==> src/rtl/pow_sched.sv <==
// Round-robin front end that shares one pow32 square-and-multiply engine
// among N requesters, with a watchdog that aborts and resets a hung engine.
module pow_sched #(
  parameter int N       = 4,
  parameter int TIMEOUT = 128
) (
  input  logic                   clk,
  input  logic                   rst,
  input  logic [N-1:0]           req_valid,
  output logic [N-1:0]           req_ready,
  input  logic [32*N-1:0]        req_x,
  input  logic [32*N-1:0]        req_e,
  output logic [N-1:0]           rsp_valid,
  input  logic [N-1:0]           rsp_ready,
  output logic [31:0]            rsp_y,
  output logic                   rsp_err,
  output logic                   busy,
  output logic [$clog2(N)-1:0]   grant_id,
  output logic                   eng_rst_n,
  output logic                   eng_ld,
  output logic [31:0]            eng_x,
  output logic [31:0]            eng_e,
  input  logic                   eng_done,
  input  logic [31:0]            eng_y
);

  localparam int IDW    = $clog2(N);
  localparam int DATA_W = 32;
  localparam int TW     = $clog2(TIMEOUT);

  typedef enum logic [2:0] {IDLE, LOAD, RUN, ABORT, RESP} state_t;

  state_t            state, state_nxt;
  logic [IDW-1:0]    last;
  logic [IDW-1:0]    gnt;
  logic [IDW-1:0]    idx;
  logic              hit;
  logic [N-1:0]      gnt_oh;
  logic [N-1:0]      rsp_oh;
  logic [TW-1:0]     timer;
  logic [DATA_W-1:0] op_x, op_e;
  logic [DATA_W-1:0] sel_x, sel_e;

  // Rotating-priority search: first asserted req_valid after the last winner.
  always_comb begin
    hit = 1'b0;
    gnt = '0;
    idx = '0;
    for (int i = 0; i < N; i++) begin
      idx = IDW'((int'(last) + 1 + i) % N);
      if (!hit && req_valid[idx]) begin
        hit = 1'b1;
        gnt = idx;
      end
    end
  end

  always_comb begin
    gnt_oh = '0;
    rsp_oh = '0;
    sel_x  = '0;
    sel_e  = '0;
    gnt_oh[gnt]      = 1'b1;
    rsp_oh[grant_id] = 1'b1;
    for (int i = 0; i < N; i++) begin
      if (gnt == IDW'(i)) begin
        sel_x = req_x[i*DATA_W +: DATA_W];
        sel_e = req_e[i*DATA_W +: DATA_W];
      end
    end
  end

  always_ff @(posedge clk) begin
    if (rst) state <= IDLE;
    else     state <= state_nxt;
  end

  always_comb begin
    state_nxt = state;
    req_ready = '0;
    rsp_valid = '0;
    eng_ld    = 1'b0;
    busy      = (state != IDLE);
    eng_rst_n = ~rst;
    case (state)
      IDLE: begin
        if (hit) begin
          state_nxt = LOAD;
          if (!rst) req_ready = gnt_oh;
        end
      end
      LOAD: begin
        eng_ld    = 1'b1;
        state_nxt = RUN;
      end
      RUN: begin
        // A done arriving on the timeout cycle still wins over the abort.
        if (eng_done)                         state_nxt = RESP;
        else if (timer == TW'(TIMEOUT - 1))   state_nxt = ABORT;
      end
      ABORT: begin
        eng_rst_n = 1'b0;
        state_nxt = RESP;
      end
      RESP: begin
        rsp_valid = rsp_oh;
        if (rsp_ready[grant_id]) state_nxt = IDLE;
      end
      default: state_nxt = IDLE;
    endcase
  end

  // Operands are captured at grant and stay frozen until the job leaves RUN.
  always_ff @(posedge clk) begin
    if (rst) begin
      last     <= IDW'(N - 1);
      grant_id <= '0;
      op_x     <= '0;
      op_e     <= '0;
      timer    <= '0;
      rsp_y    <= '0;
      rsp_err  <= 1'b0;
    end else begin
      case (state)
        IDLE: begin
          if (hit) begin
            grant_id <= gnt;
            op_x     <= sel_x;
            op_e     <= sel_e;
          end
        end
        LOAD: timer <= '0;
        RUN: begin
          timer <= timer + TW'(1);
          if (eng_done) begin
            rsp_y   <= eng_y;
            rsp_err <= 1'b0;
          end
        end
        ABORT: begin
          rsp_y   <= '0;
          rsp_err <= 1'b1;
        end
        RESP: begin
          if (rsp_ready[grant_id]) last <= grant_id;
        end
        default: ;
      endcase
    end
  end

  assign eng_x = op_x;
  assign eng_e = op_e;

endmodule

==> config.mk <==
export PLATFORM = sky130hd
export DESIGN_NAME = pow_sched
export DESIGN_NICKNAME = d
export VERILOG_FILES = /design/src/rtl/pow_sched.sv
export SDC_FILE = /design/constraint.sdc
export NUM_CORES = 1
export LEC_CHECK = 0
export CORE_AREA = 8 8 155 157
export CTS_BUF_LIST = sky130_fd_sc_hd__clkbuf_4
export CTS_CLUSTER_DIAMETER = 200
export CTS_CLUSTER_SIZE = 10
export DETAILED_ROUTE_END_ITERATION = 7
export DIE_AREA = 0 0 163 165
export PLACE_DENSITY = 0.71
export SLEW_MARGIN = 40
export SYNTH_ARGS = -nofsm -noshare
export SYNTH_HDL_FRONTEND = slang
export SYNTH_SLANG_ARGS = --single-unit
==> constraint.sdc <==
create_clock -name clk -period 1.5 [get_ports clk]
set_clock_uncertainty 0.05 [all_clocks]
set_input_delay 0.15 -clock clk [delete_from_list [all_inputs] [get_ports clk]]
set_output_delay 0.15 -clock clk [all_outputs]
set_load 0.02 [all_outputs]
==> metrics.yaml <==
route:
  met2_wirelength_mm: 18.8
  top_layer: "met4"
  drc_errors: 0
  first_pass_iters: 6
  met3WireLength_mm: 3.38
  postRouteAntennaNets: 0
  finalWirelength_mm: 37.6
  wl_met1_mm: 14.0
  viasPerCell: 5.58
  vias: 8662
  wl_per_cell_microns: 24.2
  drtIter0Drc: 837
place:
  dp.cells: 1469
  dp_hpwl_mm: 24.8
  place_area_sq_um: 11400
  io_buffers: 408
  gp_congestion: 0.843
floorplanning:
  initial_core_util_pct: 30.4
  ioPinCount: 409
  die_x_microns: 163
  dieHeight_microns: 165
  core-area_sq_um: 21500
  rows: 54
  dieArea_sq_um: 26900
yosys:
  yosys.area_share.simple_pct: 20.6
  ys_ff_latch: 111
  synth-compound-area-share_pct: 27.9
  synth-xor-area-share_pct: 0
  synth_top_cell_by_area: "dfxtp_1"
  synth_top_family_by_area: "compound AO/OA/AOI/OAI gates"
  netlist_instances: 792
  yosysSeqAreaShare_pct: 34.0
  synth-main-ff-cell: "dfxtp_1"
  synth.net_count: 1092
  async_flop_share_pct: 0
  synth_cell_types: 41
  avgSynthCellArea_sq_um: 8.26
  synth.area.mux_share_pct: 10.8
  synth_top_area_share_pct: 34.0
  synth_edf_count: 0
  yosys_warnings: 0
  yosys.area_share.adder_pct: 0.191
  ys_top_cells_by_area: "dfxtp_1 (34%), mux2i_1 (10%), a21o_1 (7.5%)"
  mappedNetlistArea_sq_um: 6540
run_status:
  outcome: "complete, but fails checks"
  violations: "negative setup slack"
pwr:
  ir_worst_vdd_mv: 0.566
  internal-power_mw: 6.45
  power_density_nw_per_um2: 766
  p_sw_mw: 3.89
  switching_share_pct: 37.6
  p_seq_share_pct: 34.3
  pwr-share-comb_pct: 50.3
  clock_power_share_pct: 15.4
  power_leakage_nw: 5.34
sta:
  period_needed_ns: 2.07
  max_slew_margin_pct: 70.8
  setup_viol: 117
  maxSlewViolCount: 0
  worst_slew_pin_slew_ns: 0.438
  layout_setup_ws_ns: -0.568
  finalCritPeriodShare_pct: 138
  rsz0062_at_grt: "yes"
  max_freq_mhz: 484
  hold_viol_final: 0
setup_path:
  critical_path.max_fanout: 3
  startpoint_type: "flip-flop"
  cp.required_ns: 1.30
  crit_arrival_ns: 1.87
  critPathCaptureType: "output port"
  setup.worst_path.class: "reg2out"
layout:
  final_area_sq_um: 13500
  layout-drive-gt1-share_pct: 26.3
  fin_cells: 1552
  synthToLayoutAreaGrowth_pct: 106
  nNetsFinal: 1565
global_routing:
  grt_pass1_vias: 8790
  grt_pass1_wl_mm: 52.6
  overflow: 0
  antenna_found_initial: 2
  grt_max_degree: 49
  grt_use_total_pct: 25.1
cts:
  insertion_delay_ns: 0.50
  clockBufferDepth: 2
  cts_tree: "yes"
  clk_pin_slew_ns: 0.22
  h-tree-depth: 3
  numCtsBuffers: 9
  numClockSinks: 111
  cts_root_buf: "clkbuf_4"
job:
  maxCapViolations: 0
worst_hold_path:
  holdCritPathClass: "in2reg"
==> cells by family after synthesis <==
logic type | Yosys count
and+or+nand+nor | 255
adders and majority gates | 1
buffers and inverters | 94
muxes | 69
DFF | 111
AOI/OAI and AO/OA | 262
==> cell usage after synthesis, drive strengths merged (2+ instances only) <==
library cell,instances
nand3,4
o21a,4
or2,2
clkbuf,41
a21oi,44
nor2,53
mux2i,67
and2b,2
o21ai,12
a21o,65
nor3,8
nand2,74
nand2b,4
o21bai,3
inv,6
buf,47
o31ai,64
dfxtp,111
nand4,65
nor3b,35
o211ai,64
nor2b,5
==> sequential cells by signal (all words and copies together) (netlist names) <==
register and count:
last 2, grant_id 2, rsp_y 32, eng_e 32, rsp_err 1, state 3
eng_x 32, timer 7
==> cell usage in the layout, fill, tap and decap left out, types with 6 or more instances in the layout <==
cell type          n
clkdlybuf4s50_1  298
dfxtp_1          103
nand2_1           70
nand4_1           65
a21o_1            64
o211ai_1          64
buf_4             57
mux2i_1           55
dlygate4sd2_1     48
buf_6             44
nor2_1            41
a21oi_1           32
clkdlybuf4s15_1   32
o31ai_2           29
o31ai_1           28
nor3b_2           27
buf_12            21
buf_16            14
a21oi_2           10
clkbuf_4           9
clkbuf_16          9
clkbuf_2           9
clkdlybuf4s15_2    9
nor2_4             7
o31ai_4            7
mux2i_4            6
mux2i_2            6
==> final timing paths <==
path	start	end	slack [ns]	cells after the start
hold / removal	req_e[76]	eng_e[12]	0.21	3
setup reg to reg	last[0]	eng_x[26]	-0.55	9
hold reg to reg	eng_x[17]	eng_x[17]	0.44	2
setup / recovery	last[0]	req_ready[1]	-0.57	5
==> power by group through the flow <==
| stage | combinational (mW) | clock [mW] | sequential (mW) |
|---|---|---|---|
| finish | 5.20 | 1.59 | 3.55 |
| global route | 5.45 | 1.75 | 3.59 |
| CTS | 4.81 | 1.63 | 3.53 |
| detailed placement | 4.18 | 0 | 3.60 |
| global placement | 4.15 | 0 | 3.59 |
| floorplan | 1.47 | 0 | 4.00 |
==> per-layer routing <==
metal	GRT usage, %	vias to the layer above
met1	29.4	4163
met3	5.68	92
met5	0	-
met4	11.0	0
met2	43.4	483
li1	-	3924
==> what timing repair did <==
| item | in CTS | in global routing |
|---|---|---|
| gates resized for setup | 387 | 93 |
| buffers inserted | 32 | 12 |
| endpoints found under the setup margin | 214 | 152 |
| pin swaps | 56 | 81 |
| hold buffers | 0 | 0 |
| cloned | 15 | 11 |
| endpoints found under the hold margin | 0 | 0 |
==> metrics by stage <==
stage	setup TNS (ns)	power, mW	util [%]	worst slack, ns	hold WS [ns]
3_5_place_dp	-56.56	7.78	53.3	-0.813	0.408
3_3_place_gp	-52.13	7.73	53.3	-0.722	0.401
6_report	-44.66	10.3	62.8	-0.568	0.206
5_1_grt	-52.17	10.8	62.8	-0.653	0.202
4_1_cts	-35.71	9.98	60.1	-0.625	0.160
2_1_floorplan	-0.409	5.47	-	-0.0131	0.285
==> critical path, cell delays in order (launching register included) <==
cell and delay (ns):
dfxtp_2 0.40, and2b_2 0.27, o21a_4 0.22, nor3_4 0.28, nor2_4 0.07, buf_6 0.13
==> area by class of cell <==
type,count,area [sq um]
sequential,111,2240
clock inverter,7,62.6
antenna,2,5.00
multi-input combinational,587,4750
tap,280,350
clock buffer,9,67.6
timing repair buffer,550,5990
fill,1740,8000
inverter,6,22.5
(Power assumes the default switching activity.)
